`src/rtl/idli_pkg.sv`:
```
// Shared core types: slot counter, nibble slice, and memory-arbiter enums.
package idli_pkg;

  typedef logic [1:0] ctr_t;
  typedef logic [3:0] slice_t;

  typedef enum logic [1:0] {
    MA_IDLE,
    MA_ADDR,
    MA_DATA
  } ma_state_t;

  typedef enum logic {
    MA_SRC_FE = 1'b0,
    MA_SRC_EX = 1'b1
  } ma_src_t;

endpackage

```
`src/rtl/idli_mem_arb_m_if.sv`:
```
// Nibble-serial memory port: select, direction, and split write/read slice lanes.
interface idli_mem_arb_m_if;
  import idli_pkg::*;

  logic   cs;
  logic   we;
  logic   oe;
  slice_t sio;
  slice_t sio_rd;

  modport master (output cs, output we, output oe, output sio, input sio_rd);
  modport slave  (input cs, input we, input oe, input sio, output sio_rd);
endinterface

```
`src/rtl/idli_rr_arb_m.sv`:
```
// Two-way round-robin arbiter; bit 0 is fetch, bit 1 is execute.
module idli_rr_arb_m
  import idli_pkg::*;
(
  input  logic       clk,
  input  logic       rst,
  input  logic [1:0] req,
  input  logic       upd,
  output logic [1:0] gnt
);

  ma_src_t last_q;

  // On conflict the side not granted last time wins.
  always_comb begin
    gnt = 2'b00;
    case (req)
      2'b01:   gnt = 2'b01;
      2'b10:   gnt = 2'b10;
      2'b11:   gnt = (last_q == MA_SRC_FE) ? 2'b10 : 2'b01;
      default: gnt = 2'b00;
    endcase
  end

  always_ff @(posedge clk) begin
    if (rst) begin
      last_q <= MA_SRC_FE;
    end else if (upd && (|gnt)) begin
      last_q <= gnt[1] ? MA_SRC_EX : MA_SRC_FE;
    end
  end

endmodule

```
`src/rtl/idli_mem_arb_m.sv`:
```
// Slot-aligned arbiter/sequencer for the shared nibble-serial memory port.
// Owns the core-wide slot counter; each transaction is one address slot plus one data slot.
module idli_mem_arb_m
  import idli_pkg::*;
#(
  parameter int CTR_W = 2
) (
  input  logic             i_ma_gck,
  input  logic             i_ma_rst,
  output logic [CTR_W-1:0] o_ma_ctr,

  input  logic             i_ma_fe_req,
  input  slice_t           i_ma_fe_addr,
  output logic             o_ma_fe_gnt,
  output logic             o_ma_fe_vld,

  input  logic             i_ma_ex_req,
  input  logic             i_ma_ex_wr,
  input  slice_t           i_ma_ex_addr,
  input  slice_t           i_ma_ex_wdata,
  output logic             o_ma_ex_gnt,
  output logic             o_ma_ex_vld,

  output slice_t           o_ma_rdata,
  output logic             o_ma_busy,

  idli_mem_arb_m_if.master mem
);

  logic [CTR_W-1:0] ctr_q;
  ma_state_t        state_q;
  ma_state_t        state_d;
  ma_src_t          owner_q;
  logic             we_q;
  logic             slot_end;
  logic             decide;
  logic [1:0]       req;
  logic [1:0]       gnt;

  assign slot_end = &ctr_q;
  // A new owner may be chosen at the end of an idle slot or at the end of a data slot.
  assign decide   = slot_end && (state_q != MA_ADDR);
  assign req      = {i_ma_ex_req, i_ma_fe_req};
  assign o_ma_ctr = ctr_q;

  idli_rr_arb_m u_arb (
    .clk (i_ma_gck),
    .rst (i_ma_rst),
    .req (req),
    .upd (decide),
    .gnt (gnt)
  );

  always_ff @(posedge i_ma_gck) begin
    if (i_ma_rst) begin
      ctr_q <= '0;
    end else begin
      ctr_q <= ctr_q + CTR_W'(1);
    end
  end

  always_ff @(posedge i_ma_gck) begin
    if (i_ma_rst) begin
      state_q <= MA_IDLE;
      owner_q <= MA_SRC_FE;
      we_q    <= 1'b0;
    end else begin
      state_q <= state_d;
      if (decide && (|gnt)) begin
        owner_q <= gnt[1] ? MA_SRC_EX : MA_SRC_FE;
        we_q    <= gnt[1] & i_ma_ex_wr;
      end
    end
  end

  always_comb begin
    state_d = state_q;
    if (slot_end) begin
      case (state_q)
        MA_ADDR: state_d = MA_DATA;
        default: state_d = (|req) ? MA_ADDR : MA_IDLE;
      endcase
    end
  end

  always_comb begin
    o_ma_fe_gnt = decide & gnt[0];
    o_ma_ex_gnt = decide & gnt[1];
    o_ma_busy   = (state_q != MA_IDLE);
    mem.cs      = (state_q != MA_IDLE);
    mem.we      = (state_q != MA_IDLE) & we_q;
    mem.oe      = 1'b0;
    mem.sio     = '0;
    o_ma_fe_vld = 1'b0;
    o_ma_ex_vld = 1'b0;
    case (state_q)
      MA_ADDR: begin
        mem.oe  = 1'b1;
        mem.sio = (owner_q == MA_SRC_EX) ? i_ma_ex_addr : i_ma_fe_addr;
      end
      MA_DATA: begin
        if (we_q) begin
          mem.oe  = 1'b1;
          mem.sio = i_ma_ex_wdata;
        end else begin
          o_ma_fe_vld = (owner_q == MA_SRC_FE);
          o_ma_ex_vld = (owner_q == MA_SRC_EX);
        end
      end
      default: ;
    endcase
  end

  assign o_ma_rdata = mem.sio_rd;

endmodule

```
`src/flat_wrapper.sv`:
```
// flat-port wrapper written by rule: the top's interface ports become plain ports
module idli_mem_arb_m_flat import idli_pkg::*;
#(
  parameter int CTR_W = 2
)
  (i_ma_gck, i_ma_rst, o_ma_ctr, i_ma_fe_req, i_ma_fe_addr, o_ma_fe_gnt, o_ma_fe_vld, i_ma_ex_req, i_ma_ex_wr, i_ma_ex_addr, i_ma_ex_wdata, o_ma_ex_gnt, o_ma_ex_vld, o_ma_rdata, o_ma_busy, mem_cs, mem_we, mem_oe, mem_sio, mem_sio_rd);
  idli_mem_arb_m_if mem_i ();
  input  logic i_ma_gck;
  input  logic i_ma_rst;
  output logic [CTR_W-1:0] o_ma_ctr;
  input  logic i_ma_fe_req;
  input  slice_t i_ma_fe_addr;
  output logic o_ma_fe_gnt;
  output logic o_ma_fe_vld;
  input  logic i_ma_ex_req;
  input  logic i_ma_ex_wr;
  input  slice_t i_ma_ex_addr;
  input  slice_t i_ma_ex_wdata;
  output logic o_ma_ex_gnt;
  output logic o_ma_ex_vld;
  output slice_t o_ma_rdata;
  output logic o_ma_busy;
  output wire logic [$bits(mem_i.cs)-1:0] mem_cs;
  output wire logic [$bits(mem_i.we)-1:0] mem_we;
  output wire logic [$bits(mem_i.oe)-1:0] mem_oe;
  output wire logic [$bits(mem_i.sio)-1:0] mem_sio;
  input wire logic [$bits(mem_i.sio_rd)-1:0] mem_sio_rd;
  assign mem_cs = mem_i.cs;
  assign mem_we = mem_i.we;
  assign mem_oe = mem_i.oe;
  assign mem_sio = mem_i.sio;
  assign mem_i.sio_rd = mem_sio_rd;
  idli_mem_arb_m #(.CTR_W(CTR_W)) u_core (.i_ma_gck(i_ma_gck), .i_ma_rst(i_ma_rst), .o_ma_ctr(o_ma_ctr), .i_ma_fe_req(i_ma_fe_req), .i_ma_fe_addr(i_ma_fe_addr), .o_ma_fe_gnt(o_ma_fe_gnt), .o_ma_fe_vld(o_ma_fe_vld), .i_ma_ex_req(i_ma_ex_req), .i_ma_ex_wr(i_ma_ex_wr), .i_ma_ex_addr(i_ma_ex_addr), .i_ma_ex_wdata(i_ma_ex_wdata), .o_ma_ex_gnt(o_ma_ex_gnt), .o_ma_ex_vld(o_ma_ex_vld), .o_ma_rdata(o_ma_rdata), .o_ma_busy(o_ma_busy), .mem(mem_i));
endmodule
```
`config.mk`:
```
export PLATFORM = sky130hd
export DESIGN_NAME = idli_mem_arb_m_flat
export DESIGN_NICKNAME = d
export VERILOG_FILES = /design/src/rtl/idli_pkg.sv /design/src/rtl/idli_mem_arb_m_if.sv /design/src/rtl/idli_rr_arb_m.sv /design/src/rtl/idli_mem_arb_m.sv /design/src/flat_wrapper.sv
export SDC_FILE = /design/constraint.sdc
export NUM_CORES = 1
export LEC_CHECK = 0
export BUFFER_PORTS_ARGS = -buffer_cell sky130_fd_sc_hd__buf_2
export CORE_MARGIN = 2
export CORE_UTILIZATION = 31
export DETAILED_ROUTE_END_ITERATION = 12
export PLACE_DENSITY = 0.73
export SLEW_MARGIN = 25
export SYNTH_ARGS = -nofsm -noshare
export SYNTH_HDL_FRONTEND = slang
export SYNTH_SLANG_ARGS = --single-unit
export TNS_END_PERCENT = 20
```
`constraint.sdc`:
```
create_clock -name i_ma_gck -period 1.2 [get_ports i_ma_gck]
set_input_delay 0.12 -clock i_ma_gck [delete_from_list [all_inputs] [get_ports i_ma_gck]]
set_output_delay 0.12 -clock i_ma_gck [all_outputs]
set_load 0.01 [all_outputs]
```
# Word level (Yosys, flattened, before mapping)
# Cells that the tools add are included.
# word_totals
register_bits,6
input_bits,21
output_inout_bits,18
elab_cells,36
# classes
addsub,1
n_eq_ne,6
n_mux,14
bitwise,5
n_reduce_logical,6
# op_table
cell,n
4-bit two-way mux,2
4-bit one-hot mux with 2 select lines,1
1-bit two-way mux,7
2-bit equality test (second input constant),3
2-bit one-hot mux with 3 select lines,1
1-bit bitwise AND,4
2-bit by 1-bit equality test with 1-bit output (second input constant),2
2-bit two-way mux,2
2-bit OR reduction,2
2-bit by 1-bit adder with 2-bit output (second input constant),1
1-bit logical AND,2
2-bit by 1-bit != test with 1-bit output (second input constant),1
1-bit one-hot mux with 2 select lines,1
2-bit AND reduction,1
2-bit nonzero test,1
1-bit NOT,1

# Logic depth before layout (Yosys ltp)
# logic_depth
word_depth,4
mapped_depth,5
mapped_depth_nobuf,5

# Modules after synthesis
# Synthesis repeated with hierarchy kept, for this count alone.
# hier_totals
cells_unflattened,65
area_unflattened_um2,546.8
# by_module_without_submodules
mod,instances,cells_per_inst,area_each_um2,seq_area_each_um2
idli_mem_arb_m,1,58,481.7,120.1
idli_rr_arb_m,1,7,65.1,20.0

# Worst setup path after synthesis
# No wires, ideal clock.
# synth_path
path_kind,flip-flop to output port
startpoint,register u_core.state_q[1]
endpoint,output port o_ma_fe_gnt
arrival_ns,1.064
t_required_ns,1.080
setup_slack_ns,0.016
stages_incl_launch_ff,6
path_buffers,0
path_cell_list,dfxtp_1 > inv_1 > ha_1 > and2b_1 > nand2_1 > a21oi_1
# synth_between
elab_chain_cells,3
# synth_rtl
item,line,text
"start, declared",idli_mem_arb_m.sv:31,ma_state_t state_q;
"start signal, assigned",idli_mem_arb_m.sv:68,state_q <= state_d;
2-bit by 1-bit != test with 1-bit output,idli_mem_arb_m.sv:42,assign decide = slot_end && (state_q != MA_ADDR);
1-bit logical AND,idli_mem_arb_m.sv:42,
1-bit bitwise AND,idli_mem_arb_m.sv:87,o_ma_fe_gnt = decide & gnt[0];
"end, declared",flat_wrapper.sv:13,output logic o_ma_fe_gnt;
# No other way between the ends.

# Worst setup path after layout
# layout_path
startpoint,register u_core.state_q[0]
endpoint,output port mem_sio[3]
# layout_between
elab_chain_cells,2
word_cells_on_any_way,3
# layout_rtl
item,line,text
2-bit equality test or 2-bit by 1-bit equality test with 1-bit output (tied branches),idli_mem_arb_m.sv:96,case (state_q)
4-bit one-hot mux with 2 select lines (*),idli_mem_arb_m.sv:96,
"end, declared",flat_wrapper.sv:26,output wire logic [$bits(mem_i.sio)-1:0] mem_sio;
# Every way passes the cells marked *; elsewhere a longest branch is shown, timed or not.

==> flow_results.org <==
** Pwr
- Cell Pwr Density :: 753 nW/um^2
- Worst supply voltage drop on vdd :: 0.504 mV
- Standby leakage power :: 0.346 nW

** Die
- The die covers 1760 um^2.
- Initial Util :: 0.340
- The floorplan step set the die width to 42.0 um.
- Row generation in the floorplan step produced 13 rows.
- Die outline height :: 42.0 um
- # IOs :: 39
- The region available for standard cell placement spans 1320 um^2.

** Placed design
- Before CTS, the worst setup slack after placement is -90.1 ps.
- Input/output buffers :: 30
- Placed Instance Area :: 612 um^2
- Detail Placement HPWL :: 843 um
- Final RePlAce weighted congestion :: 0.806

** Yosys
- Primary flip-flop cell chosen by synthesis mapping :: sky130_fd_sc_hd__dfxtp_1
- Distinct cells, synth :: 20
- Of the synthesized area, sequential elements account for 0.268.
- sky130_fd_sc_hd__nand2_1 is the most common cell in the netlist.
- Count of synthesis-stage warnings from yosys :: 0
- Synthesis inferred 6 register bits.
- Cell accounting for the most synthesized area :: sky130_fd_sc_hd__dfxtp_1
- Of the total synthesized cell area, the portion taken by AND, OR, NAND and NOR gates is 0.240.
- For this run, asynchronously set or reset flops after synthesis account for 0.
- Multiplexer share of the synthesized area :: 0.112
- The synthesized design contains 0 enable-type register cells.
- Mean area per synthesized cell :: 7.72 um^2
- Summing every instance area after synthesis gives 448 um^2.
- Post-synthesis compound-gate area fraction :: 0.131
- Post-synthesis instance total :: 58
- After synthesis, the largest family of logic cells by area is simple AND/OR/NAND/NOR gates.
- Of the total synthesized cell area, the portion taken by XOR and XNOR cells is 0.
- The commonest cells after synthesis are sky130_fd_sc_hd__nand2_1 (7), sky130_fd_sc_hd__dfxtp_1 (6), sky130_fd_sc_hd__buf_4 (5), sky130_fd_sc_hd__inv_1 (5), sky130_fd_sc_hd__mux2i_1 (5).
- After synthesis, the cell types taking the most area are sky130_fd_sc_hd__dfxtp_1 (27%), sky130_fd_sc_hd__ha_1 (11%), sky130_fd_sc_hd__mux2i_1 (11%).
- Post-synthesis share of cell area spent on full adders, half adders and majority gates :: 0.112
- Share of the synthesized area in the top cell type :: 0.268
- Counting every net in the synthesized netlist gives 83.

** Drt
- The detail route stage leaves a number of antenna-violating nets equal to 0.
- Before antenna repair, the detailed router went through 4 iterations.
- Number of DRC violations after detailed-routing iteration 0 :: 10
- Total detailed-routing wirelength :: 1100 um
- Via count of the routed design :: 503
- In the final routed layout, each cell accounts on average for 10.4 um.
- Dividing the detail-routed via count by the number of cells gives 4.75.
- Post-detailed-route DRC marker count :: 0

** Clocking
- The longest clock path from root to sink contains 2 buffers.
- The clock reaches the later pin of the worst-skew pair after 240 ps.
- In this run the number of H-tree levels came out at 1.
- Number of sinks handled by clock tree synthesis :: 6
- Total CTS buffers :: 3
- Root buffer cell :: sky130_fd_sc_hd__clkbuf_4
- Hold-fix buffers at CTS :: 0
- Clock slew at the register clock pins of the worst setup and hold paths :: 50 ps
- TritonCTS clock tree :: built

** GRT
- Maximum number of pins on one net before global-route repair :: 10
- Initial antenna violation count :: 0
- For met2 alone, demand over resource in global routing was 0.219.
- The via count of the first global-routing pass is 472.
- met2 is the most crowded layer.
- Met1 usage :: 0.136
- Met3 Track Usage GR :: 0.0603
- Global routing finished with a remaining overflow of 0.
- Total global-route track usage :: 0.130
- First-pass GRT wire length :: 1810 um

** Setup path
- Tracing the worst setup path back leads to its startpoint at u_core.state_q[0].
- Data arrival at the endpoint of the critical path :: 1320 ps
- The worst setup path is captured at an output port.
- Cell class contributing the biggest share of worst-path delay :: flip-flops
- Buffers plus inverters on the worst setup path :: 2
- Along the worst path, the maximum fanout reaches 4.
- In this run the critical register-to-register path is launched from u_core.state_q[1].
- Walking the worst path, the cells encountered are inv_2 -> ha_4 -> and3_4 -> nand2_1 -> o21ai_1 -> buf_2.
- Cell at the slowest stage of the critical path :: sky130_fd_sc_hd__dfxtp_2
- On the worst path, the slowest cell contributes a delay of 330 ps.
- The setup check on the worst reg-to-reg path leaves a slack of 70 ps.
- The worst setup path is launched from a flop.
- Required time of the critical path :: 1080 ps
- Critical path class :: reg -> out

** Timing
- The total count of max-transition violations in the final report is 0.
- On the final layout, the worst clock skew is 3.71 ps.
- In the post-route analysis, the smallest setup slack over all paths is -242 ps.
- Number of endpoints failing setup at the final stage :: 9
- Setup repair after global routing could not meet its margin everywhere.
- Fin. Hold Viols :: 0
- Hold is met by 120 ps.
- Timing would allow up to 694 MHz.
- The smallest clock period supported by the final layout is computed as 1440 ps.
- In the finished design, the share of the clock period the worst path needs comes to 1.20.
- Worst slew slack as a fraction of its limit :: 0.730
- For the pin with the worst max-slew slack, the measured transition is 405 ps.

** Layout
- The finished cells cover 672 um^2.
- The multi-input combinational cells in the finished layout cover a total of 294 um^2.
- The net count of the finished layout is 118.
- The filler cells instantiated in the layout total 136.
- Register Area :: 123 um^2
- Fraction of final layout cells sized beyond drive strength 1 :: 0.527
- The repair_antennas step left the layout with diodes totalling 0.
- Final core area utilization :: 0.510
- Synthesis-to-finish area growth :: 50.0%

** Outcome
- Run status :: complete, but fails checks
- The final reports fail on negative setup slack.

** Min path
- Beginning of the worst hold path :: i_ma_rst
- Hold WC Path Type :: in -> reg

** Job
- Max-cap violations in this run came to 0.
==> registers in the layout, indices dropped and copies added, names as in the netlist <==
name / flops
u_core.o_ma_ctr: 2
u_core.we_q: 1
u_core.state_q: 2
u_core.u_arb.last_q: 1
==> power breakdown <==
part           leakage, nW  switching [W]  total (W)  internal (W)
sequential          0.0500     0.00000912   0.000219      0.000210
combinational        0.282      0.0000455   0.000103     0.0000573
clock               0.0138      0.0000709   0.000184      0.000113
total                0.346       0.000126   0.000506      0.000380
==> worst register-to-register path, stage by stage (launching register included) <==
cell and delay, ps:
sky130_fd_sc_hd__dfxtp_2 330, sky130_fd_sc_hd__inv_2 50, sky130_fd_sc_hd__ha_2 180, sky130_fd_sc_hd__nand2b_1 170, sky130_fd_sc_hd__o21ai_0 200, sky130_fd_sc_hd__a21oi_1 90
==> what timing repair did <==
action / 4_1_cts / 5_1_grt
pin swaps: 4 / 0
setup buffers: 1 / 0
setup endpoints to repair: 9 / 9
resized for setup: 8 / 1
==> per-layer routing <==
layer  share of wire  vias to the layer above
met5               0                        -
met4               0                        0
met3            0.15                        0
met2            0.44                       28
met1            0.41                      217
li1                -                      258
==> path summary, 6_finish.rpt <==
kind / end / depth (start not counted)
setup / recovery: mem_sio[3] / 6
hold / removal: u_core.state_q[0] / 2
setup reg to reg: u_core.u_arb.last_q / 5
hold reg to reg: u_core.o_ma_ctr[0] / 1
==> per-stage QoR <==
stage	total power, W	cells	setup TNS, ps
global placement	0.000316	102	-224
CTS	0.000512	106	-2010
global route	0.000545	106	-2690
finish	0.000506	106	-1940
detailed placement	0.000319	102	-348
floorplan	0.000280	58	0
==> cells in the final DEF (no fill, tap or decap) <==
master and instances:
sky130_fd_sc_hd__a21oi_1 4, sky130_fd_sc_hd__and2b_1 1, sky130_fd_sc_hd__and3_4 1, sky130_fd_sc_hd__and3b_1 1, sky130_fd_sc_hd__buf_2 30, sky130_fd_sc_hd__buf_4 6, sky130_fd_sc_hd__clkbuf_4 3, sky130_fd_sc_hd__dfxtp_1 4
sky130_fd_sc_hd__dfxtp_2 2, sky130_fd_sc_hd__ha_1 1, sky130_fd_sc_hd__ha_2 2, sky130_fd_sc_hd__ha_4 1, sky130_fd_sc_hd__inv_1 3, sky130_fd_sc_hd__inv_2 2, sky130_fd_sc_hd__mux2i_1 5, sky130_fd_sc_hd__nand2_1 7
sky130_fd_sc_hd__nand2b_1 1, sky130_fd_sc_hd__nand3_1 1, sky130_fd_sc_hd__nand4_1 1, sky130_fd_sc_hd__nor2_1 4, sky130_fd_sc_hd__nor2b_1 3, sky130_fd_sc_hd__nor3b_2 1, sky130_fd_sc_hd__o21ai_0 2, sky130_fd_sc_hd__o21ai_1 4
sky130_fd_sc_hd__o22a_1 1
==> cell families (layout without fill, tap and decap cells) <==
| group | count (synthesis) | after routing |
|---|---|---|
| AND/OR/NAND/NOR | 21 | 21 |
| AO/OA/AOI/OAI | 11 | 11 |
| flip-flops | 6 | 6 |
| buffers and inverters | 11 | 44 |
| adder cells (fa/ha/maj) | 4 | 4 |
| multiplexers | 5 | 5 |
==> area by class of cell <==
class / count / share of cell area
Tap cell: 15 / 0.0279
Timing Repair Buffer: 36 / 0.291
Sequential cell: 6 / 0.182
Inverter: 5 / 0.0279
Multi-Input combinational cell: 41 / 0.438
Clock buffer: 3 / 0.0335
No activity file was read; power rests on OpenSTA's default activity.
